## src/rtl/trivium_stream_decryptor.sv

```systemverilog
// rtl/trivium_stream_decryptor.sv - Trivium stream decryptor (XOR keystream onto a ready/valid stream)
// Optional feature macro: TRIVIUM_DEC_BEATCNT_EN (adds beat_cnt output)
module trivium_stream_decryptor #(
  parameter int DATA_W = 8
) (
  input  logic              clk,
  input  logic              rst,
  input  logic              start,
  input  logic [79:0]       key,
  input  logic [79:0]       iv,
  output logic              busy,
  input  logic              s_valid,
  output logic              s_ready,
  input  logic [DATA_W-1:0] s_data,
  output logic              m_valid,
  input  logic              m_ready,
  output logic [DATA_W-1:0] m_data
`ifdef TRIVIUM_DEC_BEATCNT_EN
  ,
  output logic [31:0]       beat_cnt
`endif
);

  // Warm-up is 1152 rounds, DATA_W of them per clock.
  localparam int WARM_CYC = 1152 / DATA_W;
  localparam int CNT_W    = $clog2(WARM_CYC);
  localparam logic [CNT_W-1:0] CNT_LAST = CNT_W'(WARM_CYC - 1);

  typedef enum logic [1:0] {
    ST_IDLE = 2'd0,
    ST_WARM = 2'd1,
    ST_RUN  = 2'd2
  } state_t;

  state_t state, state_nxt;

  // Cipher state: st[i-1] holds Trivium bit s_i (s1 at bit 0, s288 at bit 287).
  logic [287:0]       st;
  logic [287:0]       st_adv;
  logic [287:0]       st_load;
  logic [DATA_W-1:0]  ks;
  logic [CNT_W-1:0]   cnt;
  logic               accept;

  // One Trivium round: returns {z, next state}.
  function automatic logic [288:0] trivium_round(input logic [287:0] s);
    logic t1, t2, t3, z;
    t1 = s[65]  ^ s[92];
    t2 = s[161] ^ s[176];
    t3 = s[242] ^ s[287];
    z  = t1 ^ t2 ^ t3;
    t1 = t1 ^ (s[90]  & s[91])  ^ s[170];
    t2 = t2 ^ (s[174] & s[175]) ^ s[263];
    t3 = t3 ^ (s[285] & s[286]) ^ s[68];
    // s1..93 <= t3,s1..92 ; s94..177 <= t2,s94..176 ; s178..288 <= t1,s178..287
    return {z, s[286:177], t1, s[175:93], t2, s[91:0], t3};
  endfunction

  // Initial state image built from key/iv; the top three bits are the fixed ones.
  assign st_load = {3'b111, 112'd0, iv, 13'd0, key};

  // Unrolled DATA_W rounds; ks[j] is the keystream bit of round j (LSB earliest).
  always_comb begin
    logic [288:0] r;
    st_adv = st;
    ks     = '0;
    r      = '0;
    for (int j = 0; j < DATA_W; j++) begin
      r      = trivium_round(st_adv);
      ks[j]  = r[288];
      st_adv = r[287:0];
    end
  end

  // Beats are taken only while running and never on a restart cycle.
  assign s_ready = (state == ST_RUN) && !start && (!m_valid || m_ready);
  assign accept  = s_valid && s_ready;
  assign busy    = (state == ST_WARM);

  // State register.
  always_ff @(posedge clk or negedge rst) begin
    if (!rst) begin
      state <= ST_IDLE;
    end else begin
      state <= state_nxt;
    end
  end

  // Next-state logic: start always wins and (re)enters warm-up.
  always_comb begin
    state_nxt = state;
    if (start) begin
      state_nxt = ST_WARM;
    end else begin
      case (state)
        ST_WARM: if (cnt == CNT_LAST) state_nxt = ST_RUN;
        default: state_nxt = state;
      endcase
    end
  end

  // Cipher state, warm-up counter and output beat register.
  always_ff @(posedge clk or negedge rst) begin
    if (!rst) begin
      st      <= '0;
      cnt     <= '0;
      m_valid <= 1'b0;
      m_data  <= '0;
    end else if (start) begin
      st      <= st_load;
      cnt     <= '0;
      m_valid <= 1'b0;
    end else begin
      case (state)
        ST_WARM: begin
          st  <= st_adv;
          cnt <= cnt + 1'b1;
        end
        ST_RUN: begin
          if (accept) begin
            st      <= st_adv;
            m_data  <= s_data ^ ks;
            m_valid <= 1'b1;
          end else if (m_ready) begin
            m_valid <= 1'b0;
          end
        end
        default: begin
          m_valid <= 1'b0;
        end
      endcase
    end
  end

`ifdef TRIVIUM_DEC_BEATCNT_EN
  // Count of accepted input beats since the last start; wraps naturally.
  always_ff @(posedge clk or negedge rst) begin
    if (!rst) begin
      beat_cnt <= '0;
    end else if (start) begin
      beat_cnt <= '0;
    end else if (accept) begin
      beat_cnt <= beat_cnt + 32'd1;
    end
  end
`endif

endmodule

```

## config.mk

```make
export PLATFORM = sky130hd
export DESIGN_NAME = trivium_stream_decryptor
export DESIGN_NICKNAME = d
export VERILOG_FILES = /design/src/rtl/trivium_stream_decryptor.sv
export SDC_FILE = /design/constraint.sdc
export NUM_CORES = 1
export LEC_CHECK = 0
export BUFFER_PORTS_ARGS = -buffer_cell sky130_fd_sc_hd__buf_4
export CORE_MARGIN = 2
export CORE_UTILIZATION = 54
export CTS_BUF_LIST = sky130_fd_sc_hd__clkbuf_2 sky130_fd_sc_hd__clkbuf_4 sky130_fd_sc_hd__clkbuf_8
export CTS_CLUSTER_DIAMETER = 80
export DETAILED_ROUTE_END_ITERATION = 8
export PLACE_DENSITY = 0.82
export SYNTH_ARGS = -nofsm -noshare
export SYNTH_HDL_FRONTEND = slang
export SYNTH_SLANG_ARGS = --single-unit
```

## constraint.sdc

```tcl
create_clock -name clk -period 1.6 [get_ports clk]
set_input_delay 0.32 -clock clk [delete_from_list [all_inputs] [get_ports clk]]
set_output_delay 0.32 -clock clk [all_outputs]
set_load 0.01 [all_outputs]
```

==> flow_summary.yaml <==
yosys:
  synth_top_family_by_area: "simple AND/OR/NAND/NOR gates"
  synth-compound-area-share: 0.106
  syn_avg_cell_area_um2: 10.3
  ys_ff_latch: 307
  synth-simple-area-share: 0.140
  syn_inst: 1410
  yosysUniqueCellTypes: 32
  syn_area_um2: 14500
  syn_nets: 1584
  synthAdderAreaFrac: 0.000865
  synth.area.mux_share: 0.118
  synthXorXnorAreaFrac: 0.0687
  yosysSeqAreaShare: 0.531
  synth.yosys.warnings: 0
sta:
  worst_clock_skew_ps: 23.5
  fin_crit_ps: 2220
  tns_ps: -119640
  hold_viol_final: 1
  drv_slew: 0
  worst_pin_slew_ps: 763
  setup_violations: 304
  worst_slack_ps: -618
  relSlewSlack: 0.487
  timing.final.crit_share: 1.39
  fin_hold_ws_ps: -9.73
  max_freq_mhz: 451
  rsz0062_at_grt: "yes"
routing:
  first_pass_iters: 6
  first_iter_violations: 2075
  vias_per_cell: 6.72
  antenna_left: 0
  routed_wirelength_um: 67900
  drc: 0
  wire_per_inst_um: 31.4
  vias: 14539
die:
  die_width_um: 168
  fp.coreArea_um2: 26200
  std_cell_rows: 59
  pin_count: 184
  die_h_um: 168
  dieArea_um2: 28100
  start_util: 0.552
setup_path:
  path_class: "reg2reg"
  timing.rr.start: "state[0]"
  reg2reg_slack_ps: -620
  r2r_cells: 12
  reg2reg_to: "st[3]"
  end_kind: "flop"
  crit_fanout: 6
  cp.required_ps: 2110
  crit_path_start_kind: "flop"
  cp.arrival_ps: 2730
power:
  p_leak_uw: 0.0115
  p_per_area_nw_per_um2: 885
  ir_worst_vdd_mv: 0.992
worst_hold_path:
  hold_class: "in2reg"
  holdPathEnd: "st[129]"
  hold-path-cell-count: 3
  hold_path_startpoint: "iv[36]"
cells_and_area:
  syn_to_final_growth_pct: 58.6
  final_core_util: 0.875
  final_nets: 1965
  drive_gt1_frac: 0.495
  finalInstanceArea_um2: 22900
grt:
  grtUsageTotal: 0.359
  antenna_found_initial: 6
  grt_pass1_wl_um: 78100
  grt_pass1_vias: 13626
  overflow: 0
  grt_max_degree: 82
clock_tree:
  cts.path.max_buffers: 3
  htree_levels: 2
  cts_root_buffer: "clkbuf_8"
  insertion_delay_ps: 620
  clkSlewWorstSetupHoldPaths_ps: 80
  cts_tree: "yes"
  numClockSinks: 307
  numCtsBuffers: 52
run_status:
  violations: "hold timing, setup timing"
  status: "finished with violations"
placed_design:
  place_area_um2: 16500
  gp_congestion: 0.829
  place_hpwl_um: 23800
  port_buffers: 183
job:
  maxCapViolCount: 0
[final cells by class]
cell class,count,area (um^2)
Multi-Input combinational cell,1005,8370
Fill cell,808,3270
Clock inverter,6,86.3
Inverter,1,3.75
Antenna cell,1,2.50
Sequential cell,307,7680
Tap cell,335,419
Clock buffer,83,1040
Timing Repair Buffer,424,5340
[placed cells by master, fill, tap and decap left out, drive strengths merged, types with 2 or more instances in the layout]
cell type / instances
nor4: 2
a22o: 8
a21oi: 3
nor2b: 3
inv: 2
xor3: 16
o21ai: 282
dlygate4sd3: 38
dfrtp: 307
buf: 364
nor3: 2
clkinv: 2
nand2: 311
bufinv: 2
xor2: 2
nand2b: 119
clkbuf: 105
nor2: 11
xnor2: 68
mux2i: 161
mux2: 8
[report_power, final]
group          internal (uW)  switching (uW)  leakage [uW]
clock                   4400            3690      0.000594
sequential              8360             789       0.00387
combinational           1450            1600       0.00699
total                  14200            6080        0.0115
[cell families after synthesis]
family,count (synthesis)
AOI/OAI and AO/OA,296
xor gates and xnor gates,86
adders and majority gates,1
buffers and inverters,98
DFF,307
muxes,169
and+or+nand+nor,453
[synth_stat cells]
cell type / n / area (um^2)
clkbuf_2: 20 / 100
or4_1: 1 / 7.51
ha_1: 1 / 12.5
buf_1: 1 / 3.75
buf_6: 1 / 11.3
xor2_1: 2 / 17.5
a21oi_1: 3 / 15.0
a21o_1: 1 / 7.51
xnor2_1: 68 / 596
nor2b_1: 3 / 18.8
inv_1: 1 / 3.75
and2_1: 1 / 6.26
nor3_1: 2 / 10.0
mux2_2: 8 / 90.1
xor3_1: 16 / 380
or2_2: 1 / 6.26
clkbuf_1: 37 / 139
nand2b_1: 119 / 744
nor2_1: 11 / 41.3
nand3b_1: 1 / 7.51
buf_2: 13 / 65.1
nand2_1: 311 / 1170
nor4_1: 2 / 12.5
a31oi_1: 1 / 6.26
a311oi_4: 1 / 26.3
dfrtp_1: 307 / 7680
a22o_1: 8 / 70.1
buf_4: 25 / 188
o21ai_1: 200 / 1000
or3_1: 1 / 6.26
mux2i_1: 161 / 1610
o21ai_0: 82 / 410
[metal layers]
metal	GRT usage	vias to the layer above	share of wire
li1	-	5531	-
met1	0.446	7034	0.33
met2	0.591	1409	0.46
met3	0.0733	555	0.11
met4	0.200	10	0.10
met5	0	-	0.00088
[repair_timing]
item                                   in CTS  in global routing
cloned                                     55                 24
pin swaps                                   3                243
setup endpoints to repair                 288                302
hold buffers                               38                  0
resized for setup                         170                650
endpoints found under the hold margin     213                  0
buffers inserted                           54                 32
[registers in the layout, indices dropped and copies added, names as in the netlist]
name     count
m_valid      1
m_data       8
cnt          8
st         288
state        2
[worst max-delay path: stages, from the launching register on]
cell and delay (ps):
dfrtp_1 400, buf_6 130, nor2b_4 120, buf_6 110, a311oi_4 240, buf_6 170, buf_12 140, buf_16 150
buf_12 120, buf_12 130, buf_16 130, nand2_1 70, o21ai_1 170
[how the worst max path moves through the flow]
stage	from	to	depth (start not counted)
5_1_grt	state[0]	st[19]	12
3_5_place_dp	m_ready	st[28]	7
3_3_place_gp	m_ready	st[24]	7
6_report	state[0]	st[3]	12
4_1_cts	m_valid	s_ready	4
2_1_floorplan	state[0]	st[0]	6
[through the flow]
stage / instances / power (uW) / setup WS (ps)
finish: 2162 / 20300 / -618
global route: 2162 / 20600 / -664
CTS: 2138 / 18800 / -366
detailed placement: 1902 / 11200 / -170
global placement: 1902 / 11100 / -121
floorplan: 1410 / 10100 / -88.3
No activity file was read; power rests on OpenSTA's default activity.
